### config.mk
export PLATFORM = sky130hd
export DESIGN_NAME = battleship_scorer
export DESIGN_NICKNAME = d
export VERILOG_FILES = /design/src/rtl/battleship_scorer.sv
export SDC_FILE = /design/constraint.sdc
export NUM_CORES = 1
export LEC_CHECK = 0
export BUFFER_PORTS_ARGS = -buffer_cell sky130_fd_sc_hd__buf_4
export CAP_MARGIN = 20
export CORE_MARGIN = 4
export CORE_UTILIZATION = 30
export DETAILED_ROUTE_END_ITERATION = 12
export PLACE_DENSITY = 0.5
export SLEW_MARGIN = 20
export SYNTH_ARGS = -nofsm -noshare
export SYNTH_HDL_FRONTEND = slang
export SYNTH_SLANG_ARGS = --single-unit
### constraint.sdc
create_clock -name clock -period 5.23 [get_ports clock]
set_clock_uncertainty 0.05 [all_clocks]
set_input_delay 0.2615 -clock clock [delete_from_list [all_inputs] [get_ports clock]]
set_output_delay 0.2615 -clock clock [all_outputs]
set_load 0.005 [all_outputs]
### src/rtl/battleship_scorer.sv
// battleship_scorer: shot scoring engine for a GRID x GRID battleship board.
// Holds a loadable ship map and a per-cell hit map. Shots arrive over a
// valid/ready handshake and are scanned one cell per clock. A normal shot
// covers one cell and a big shot covers a 3x3 footprint. Only new hits are
// scored. A running total is kept, and game over is flagged once every loaded
// ship cell has been hit.
//
// Ports:
//   clock, reset_L        rising-edge clock, asynchronous active-low reset
//   new_game              synchronous clear of maps, counters and big budget
//   ship_we/ship_X/ship_Y load one ship cell (IDLE only, 1-based coords)
//   shot_valid/shot_ready shot handshake; shot_X/shot_Y centre, shot_big 3x3
//   result_valid          one-cycle pulse with num_hits/result_big
//   total_hits            hits scored this game
//   ship_count            distinct ship cells loaded
//   big_left              big shots remaining
//   game_over             total_hits == ship_count != 0 (registered)
//
// Build option: define BATTLESHIP_BIG_EN to enable 3x3 big shots. When it is
// undefined, shot_big is ignored and big_left reads 0.
module battleship_scorer #(
  parameter int unsigned GRID      = 10,
  parameter int unsigned COORD_W   = 4,
  parameter int unsigned BIG_SHOTS = 2
) (
  input  logic                                clock,
  input  logic                                reset_L,
  input  logic                                new_game,
  input  logic                                ship_we,
  input  logic [COORD_W-1:0]                  ship_X,
  input  logic [COORD_W-1:0]                  ship_Y,
  input  logic                                shot_valid,
  output logic                                shot_ready,
  input  logic [COORD_W-1:0]                  shot_X,
  input  logic [COORD_W-1:0]                  shot_Y,
  input  logic                                shot_big,
  output logic                                result_valid,
  output logic [3:0]                          num_hits,
  output logic                                result_big,
  output logic [$clog2(GRID*GRID+1)-1:0]      total_hits,
  output logic [$clog2(GRID*GRID+1)-1:0]      ship_count,
  output logic [$clog2(BIG_SHOTS+1)-1:0]      big_left,
  output logic                                game_over
);

  localparam int unsigned CELLS = GRID * GRID;
  localparam int unsigned IDX_W = $clog2(CELLS);
  localparam int unsigned CNT_W = $clog2(CELLS + 1);
  localparam int unsigned BL_W  = $clog2(BIG_SHOTS + 1);
  localparam int unsigned XW    = COORD_W + 1;

  typedef enum logic [1:0] {IDLE, SCAN, RESULT} state_t;

  state_t             state_q, state_d;
  logic [CELLS-1:0]   ship_map_q, ship_map_d;
  logic [CELLS-1:0]   hit_map_q, hit_map_d;
  logic [COORD_W-1:0] shot_x_q, shot_x_d;
  logic [COORD_W-1:0] shot_y_q, shot_y_d;
  logic [3:0]         shot_hits_q, shot_hits_d;
  logic [3:0]         num_hits_q, num_hits_d;
  logic               result_big_q, result_big_d;
  logic [CNT_W-1:0]   total_q, total_d;
  logic [CNT_W-1:0]   count_q, count_d;
  logic               game_over_q, game_over_d;

`ifdef BATTLESHIP_BIG_EN
  logic               is_big_q, is_big_d;
  logic [1:0]         dx_q, dx_d;
  logic [1:0]         dy_q, dy_d;
  logic [BL_W-1:0]    big_left_q, big_left_d;
`else
  logic               unused_shot_big;
  assign unused_shot_big = shot_big;
`endif

  // Extra MSB keeps centre-1 from wrapping back onto the board:
  // 0-1 becomes all-ones, which is above GRID.
  logic [XW-1:0]      cell_x, cell_y;
  logic [IDX_W-1:0]   cell_idx, load_idx;
  logic               cell_on_board, load_on_board;
  logic               last_visit;

  function automatic logic in_range(input logic [XW-1:0] v);
    return (v >= XW'(1)) && (32'(v) <= GRID);
  endfunction

  function automatic logic [IDX_W-1:0] cell_index(input logic [XW-1:0] x, input logic [XW-1:0] y);
    return IDX_W'((32'(y) - 32'd1) * GRID + (32'(x) - 32'd1));
  endfunction

  always_comb begin
`ifdef BATTLESHIP_BIG_EN
    if (is_big_q) begin
      cell_x = {1'b0, shot_x_q} + XW'(dx_q) - XW'(1);
      cell_y = {1'b0, shot_y_q} + XW'(dy_q) - XW'(1);
    end else begin
      cell_x = {1'b0, shot_x_q};
      cell_y = {1'b0, shot_y_q};
    end
    last_visit = !is_big_q || (dx_q == 2'd2 && dy_q == 2'd2);
`else
    cell_x     = {1'b0, shot_x_q};
    cell_y     = {1'b0, shot_y_q};
    last_visit = 1'b1;
`endif
    cell_on_board = in_range(cell_x) && in_range(cell_y);
    cell_idx      = cell_index(cell_x, cell_y);
    load_on_board = in_range({1'b0, ship_X}) && in_range({1'b0, ship_Y});
    load_idx      = cell_index({1'b0, ship_X}, {1'b0, ship_Y});
  end

  assign shot_ready   = (state_q == IDLE) && !game_over_q;
  assign result_valid = (state_q == RESULT);
  assign num_hits     = num_hits_q;
  assign result_big   = result_big_q;
  assign total_hits   = total_q;
  assign ship_count   = count_q;
  assign game_over    = game_over_q;
`ifdef BATTLESHIP_BIG_EN
  assign big_left     = big_left_q;
`else
  assign big_left     = '0;
`endif

  always_comb begin
    state_d      = state_q;
    ship_map_d   = ship_map_q;
    hit_map_d    = hit_map_q;
    shot_x_d     = shot_x_q;
    shot_y_d     = shot_y_q;
    shot_hits_d  = shot_hits_q;
    num_hits_d   = num_hits_q;
    result_big_d = result_big_q;
    total_d      = total_q;
    count_d      = count_q;
    game_over_d  = (total_q == count_q) && (count_q != '0);
`ifdef BATTLESHIP_BIG_EN
    is_big_d     = is_big_q;
    dx_d         = dx_q;
    dy_d         = dy_q;
    big_left_d   = big_left_q;
`endif

    // Loads only happen in IDLE and scans only in SCAN, so both can update
    // the map in the same always_comb without colliding.
    if (ship_we && state_q == IDLE && load_on_board && !ship_map_q[load_idx]) begin
      ship_map_d[load_idx] = 1'b1;
      count_d              = count_q + CNT_W'(1);
    end

    case (state_q)
      IDLE: begin
        if (shot_valid && shot_ready) begin
          shot_x_d    = shot_X;
          shot_y_d    = shot_Y;
          shot_hits_d = '0;
          state_d     = SCAN;
`ifdef BATTLESHIP_BIG_EN
          is_big_d    = shot_big && (big_left_q != '0);
          dx_d        = '0;
          dy_d        = '0;
          if (is_big_d) big_left_d = big_left_q - BL_W'(1);
`endif
        end
      end
      SCAN: begin
        if (cell_on_board && ship_map_q[cell_idx] && !hit_map_q[cell_idx]) begin
          hit_map_d[cell_idx] = 1'b1;
          shot_hits_d         = shot_hits_q + 4'd1;
          total_d             = total_q + CNT_W'(1);
        end
`ifdef BATTLESHIP_BIG_EN
        if (dx_q == 2'd2) begin
          dx_d = '0;
          dy_d = dy_q + 2'd1;
        end else begin
          dx_d = dx_q + 2'd1;
        end
`endif
        if (last_visit) begin
          num_hits_d = shot_hits_d;
`ifdef BATTLESHIP_BIG_EN
          result_big_d = is_big_q;
`else
          result_big_d = 1'b0;
`endif
          state_d = RESULT;
        end
      end
      RESULT:  state_d = IDLE;
      default: state_d = IDLE;
    endcase

    if (new_game) begin
      state_d     = IDLE;
      ship_map_d  = '0;
      hit_map_d   = '0;
      shot_hits_d = '0;
      num_hits_d  = '0;
      total_d     = '0;
      count_d     = '0;
      game_over_d = 1'b0;
`ifdef BATTLESHIP_BIG_EN
      big_left_d  = BL_W'(BIG_SHOTS);
`endif
    end
  end

  always_ff @(posedge clock or negedge reset_L) begin
    if (!reset_L) begin
      state_q      <= IDLE;
      ship_map_q   <= '0;
      hit_map_q    <= '0;
      shot_x_q     <= '0;
      shot_y_q     <= '0;
      shot_hits_q  <= '0;
      num_hits_q   <= '0;
      result_big_q <= 1'b0;
      total_q      <= '0;
      count_q      <= '0;
      game_over_q  <= 1'b0;
`ifdef BATTLESHIP_BIG_EN
      is_big_q     <= 1'b0;
      dx_q         <= '0;
      dy_q         <= '0;
      big_left_q   <= BL_W'(BIG_SHOTS);
`endif
    end else begin
      state_q      <= state_d;
      ship_map_q   <= ship_map_d;
      hit_map_q    <= hit_map_d;
      shot_x_q     <= shot_x_d;
      shot_y_q     <= shot_y_d;
      shot_hits_q  <= shot_hits_d;
      num_hits_q   <= num_hits_d;
      result_big_q <= result_big_d;
      total_q      <= total_d;
      count_q      <= count_d;
      game_over_q  <= game_over_d;
`ifdef BATTLESHIP_BIG_EN
      is_big_q     <= is_big_d;
      dx_q         <= dx_d;
      dy_q         <= dy_d;
      big_left_q   <= big_left_d;
`endif
    end
  end

endmodule

==> results.ini <==
[status]
outcome=completed

[clocking]
htreeDepth=1
clk_pin_slew_worst_paths_ns=0.06
insertion_delay_ns=0.56
cts_setup_buffers=0
cts_made_buffers=27
root_buffer=clkbuf_16
clock_path_buffers=3
cts.sinks=233
cts_tree=yes

[worst_setup_path]
path_cells=or4_1, nand2_1, ha_1, ha_1, ha_1, o21bai_2, and2_1, a31oi_1, a221oi_1, o2111ai_1, or3_1, buf_4, or4_1, a31oi_1
crit_type=reg2reg
cp_num_buf_inv=1
end_kind=register
crit_path_max_incr_delay_ns=0.53
crit_path_max_fanout=20
setup.worst_path.start_class=register
crit_family=simple AND/OR/NAND/NOR gates
worst_ep_arrival_time_ns=5.36
worst_path_most_repeated_cell=ha_1
critPathRequiredTime_ns=5.65
slowest_stage=or4_1

[finish]
stdcell_count=2012
areaGrowthSynthToFinish_pct=15.5
nets=1461
fillers=4536
antenna_cells=0
drive_above_1_share=0.147

[grt]
grt_antenna_before_repair=0
grt_pass1_vias=10791
globalRouteOverflowTotal=0
gr-usage-met2=0.276
grt_use_met1=0.243
grt_usage=0.170
grt_max_degree=104
use_met3=0.0206
grt-busiest-layer=met2
grt_pass1_wl_um=64600

[drt]
first_pass_iters=4
wirelength_um=40800
drt_iter0_drc=791
drc=0
dr_total_vias=10705
wl_per_cell_um=20.3
via_per_inst=5.32
ant_nets=0

[placed_design]
dp_cells=1954
hpwl_um=26500
routabilityCongestion=0.833
port_buffers=41
dp_slack_ns=0.278

[logic_synthesis]
mappedNetlistArea_um2=13400
syn_inst=1364
ys_warn_count=0
ys_types=82
syn_avg_cell_area_um2=9.80
synth-edff-count=0
ys.flop_type=dfrtp_1
ys_ff_latch=233
async_flop_share=1.00
seq_area_frac_synth=0.436

[sta]
rsz0062_at_grt=false
fin_ws_ns=0.287
worst_pin_slew_ns=0.926
setup_viol=0
fmax_mhz=202
tns_ns=0
hold_viol=0
finalCriticalPeriod_ns=4.94
slew_viol_final=0
timing.slew.headroom=0.381
post-route-period-util=0.945

[floorplan]
die_h_um=219
coreArea_um2=44100
die_x_um=219
die_area_um2=48000
ios=46
start_util=0.303
row_count=77

[flow_run]
drv_cap=0

[pwr]
power.leakage_uw=0.00617
power_density_nw_per_um2=534
finalPower_uw=8250
irDropWorstVdd_mv=0.345

[hold_path]
hold_class=in2reg

routing by layer:
metal	vias to the layer above	share of wire	wire length, um
met5	-	0	0
met4	0	0.018	720
met3	38	0.045	1820
met2	249	0.47	19000
met1	5426	0.47	19200
li1	4992	-	-
logic make-up after synthesis:
| family | Yosys count | share of synthesized area |
|---|---|---|
| simple gates | 262 | 0.102 |
| compound gates | 384 | 0.202 |
| mux | 89 | 0.0993 |
| buf+inv | 327 | 0.101 |
| fa+ha+maj | 39 | 0.0388 |
| flops | 233 | 0.436 |
| xor+xnor | 29 | 0.0196 |
| other cells | 1 | 0.000281 |
cell type report:
cell class | count | area [um^2] | share of cell area
Multi-Input combinational cell | 806 | 6230 | 0.403
Sequential cell | 233 | 5830 | 0.378
Inverter | 233 | 875 | 0.0566
Timing Repair Buffer | 99 | 856 | 0.0554
Clock buffer | 41 | 788 | 0.0511
Tap cell | 592 | 741 | 0.0480
Clock inverter | 8 | 119 | 0.00770
flip-flops by register name (all words and copies together), names as in the netlist:
name / count
shot_x_q: 4
ship_count: 7
game_over: 1
num_hits: 4
state_q: 2
shot_y_q: 4
hit_map_q: 100
total_hits: 7
shot_hits_q: 4
ship_map_q: 100
placed cells by master, fill, tap and decap left out, types with 7 or more instances in the layout:
cell type and n:
inv_1 232, or4_1 11, clkbuf_1 8, buf_4 81, a21o_1 7, mux4_2 32, xor2_1 13, nor3_1 13
dfrtp_1 232, or3_1 11, nor2b_1 18, ha_1 34, a21oi_1 30, mux2_2 13, dlygate4sd3_1 9, mux2i_1 41
o31ai_1 8, nand3_1 12, o21ai_0 34, a221oi_1 12, o211ai_1 7, o32ai_1 52, o22ai_2 7, a22oi_1 12
a31oi_1 7, xnor2_1 15, clkbuf_16 27, or2_2 7, nor2_1 42, nand2b_1 17, a211oi_1 8, nor3b_1 9
nand2_1 84, o22ai_1 153
power breakdown:
group / switching [uW] / internal, uW / leakage [uW]
registers: 43.5 / 1840 / 0.00324
clock network: 765 / 1180 / 0.000448
logic: 2910 / 1510 / 0.00249
total: 3720 / 4530 / 0.00617
final timing paths:
path                            slack, ns             end  cells past startpoint     startpoint
worst max-delay path                 0.29  shot_hits_q[3]                     14    shot_y_q[2]
worst min-delay path                 0.14   ship_count[0]                      2       new_game
worst max register to register       0.29  shot_hits_q[3]                     14    shot_y_q[2]
worst min register to register       0.47   hit_map_q[19]                      2  hit_map_q[19]
max in group asynchronous            3.65  ship_map_q[82]                      3        reset_L
min in group asynchronous            0.29   ship_count[2]                      2        reset_L
synthesized netlist by cell type, types with 5 or more instances:
cell type	number	share of area
dfrtp_1	233	0.44
inv_1	232	0.065
o22ai_1	153	0.072
nand2_1	84	0.024
o32ai_1	52	0.034
clkbuf_1	51	0.014
nor2_1	43	0.012
mux2i_1	41	0.031
ha_1	35	0.033
o21ai_0	34	0.013
mux4_2	32	0.054
a21oi_1	30	0.011
buf_2	22	0.0082
nor2b_1	18	0.0084
nand2b_1	17	0.0080
xnor2_1	15	0.0098
mux2_2	13	0.011
nor3_1	13	0.0049
or3_1	13	0.0061
xor2_1	13	0.0085
a221oi_1	12	0.0079
a22oi_1	12	0.0067
nand3_1	12	0.0045
or4_1	11	0.0062
nor3b_1	10	0.0056
a211oi_1	8	0.0045
o31ai_1	8	0.0045
a21o_1	7	0.0039
a31oi_1	7	0.0033
buf_6	7	0.0059
o211ai_1	7	0.0039
o22ai_2	7	0.0066
or2_2	7	0.0033
buf_1	6	0.0017
nand4_1	6	0.0028
a22o_1	5	0.0033
and3_1	5	0.0023
buf_4	5	0.0028
nand3b_1	5	0.0028
o2111ai_1	5	0.0033
per-stage QoR:
stage / cell area (um^2) / hold WS, ns / util
final: 15400 / 0.135 / 0.350
after global routing: 15400 / 0.150 / 0.350
after CTS: 15400 / 0.120 / 0.349
after detailed placement: 14400 / 0.310 / 0.327
after global placement: 14400 / 0.310 / 0.327
after floorplan: 13400 / -0.0841 / -
what timing repair did:
action | CTS | global route
gates resized for setup | 0 | 5
setup endpoints to repair | 0 | 36
endpoints found under the hold margin | 100 | 0
hold buffers | 9 | 0
(Power assumes the default switching activity.)
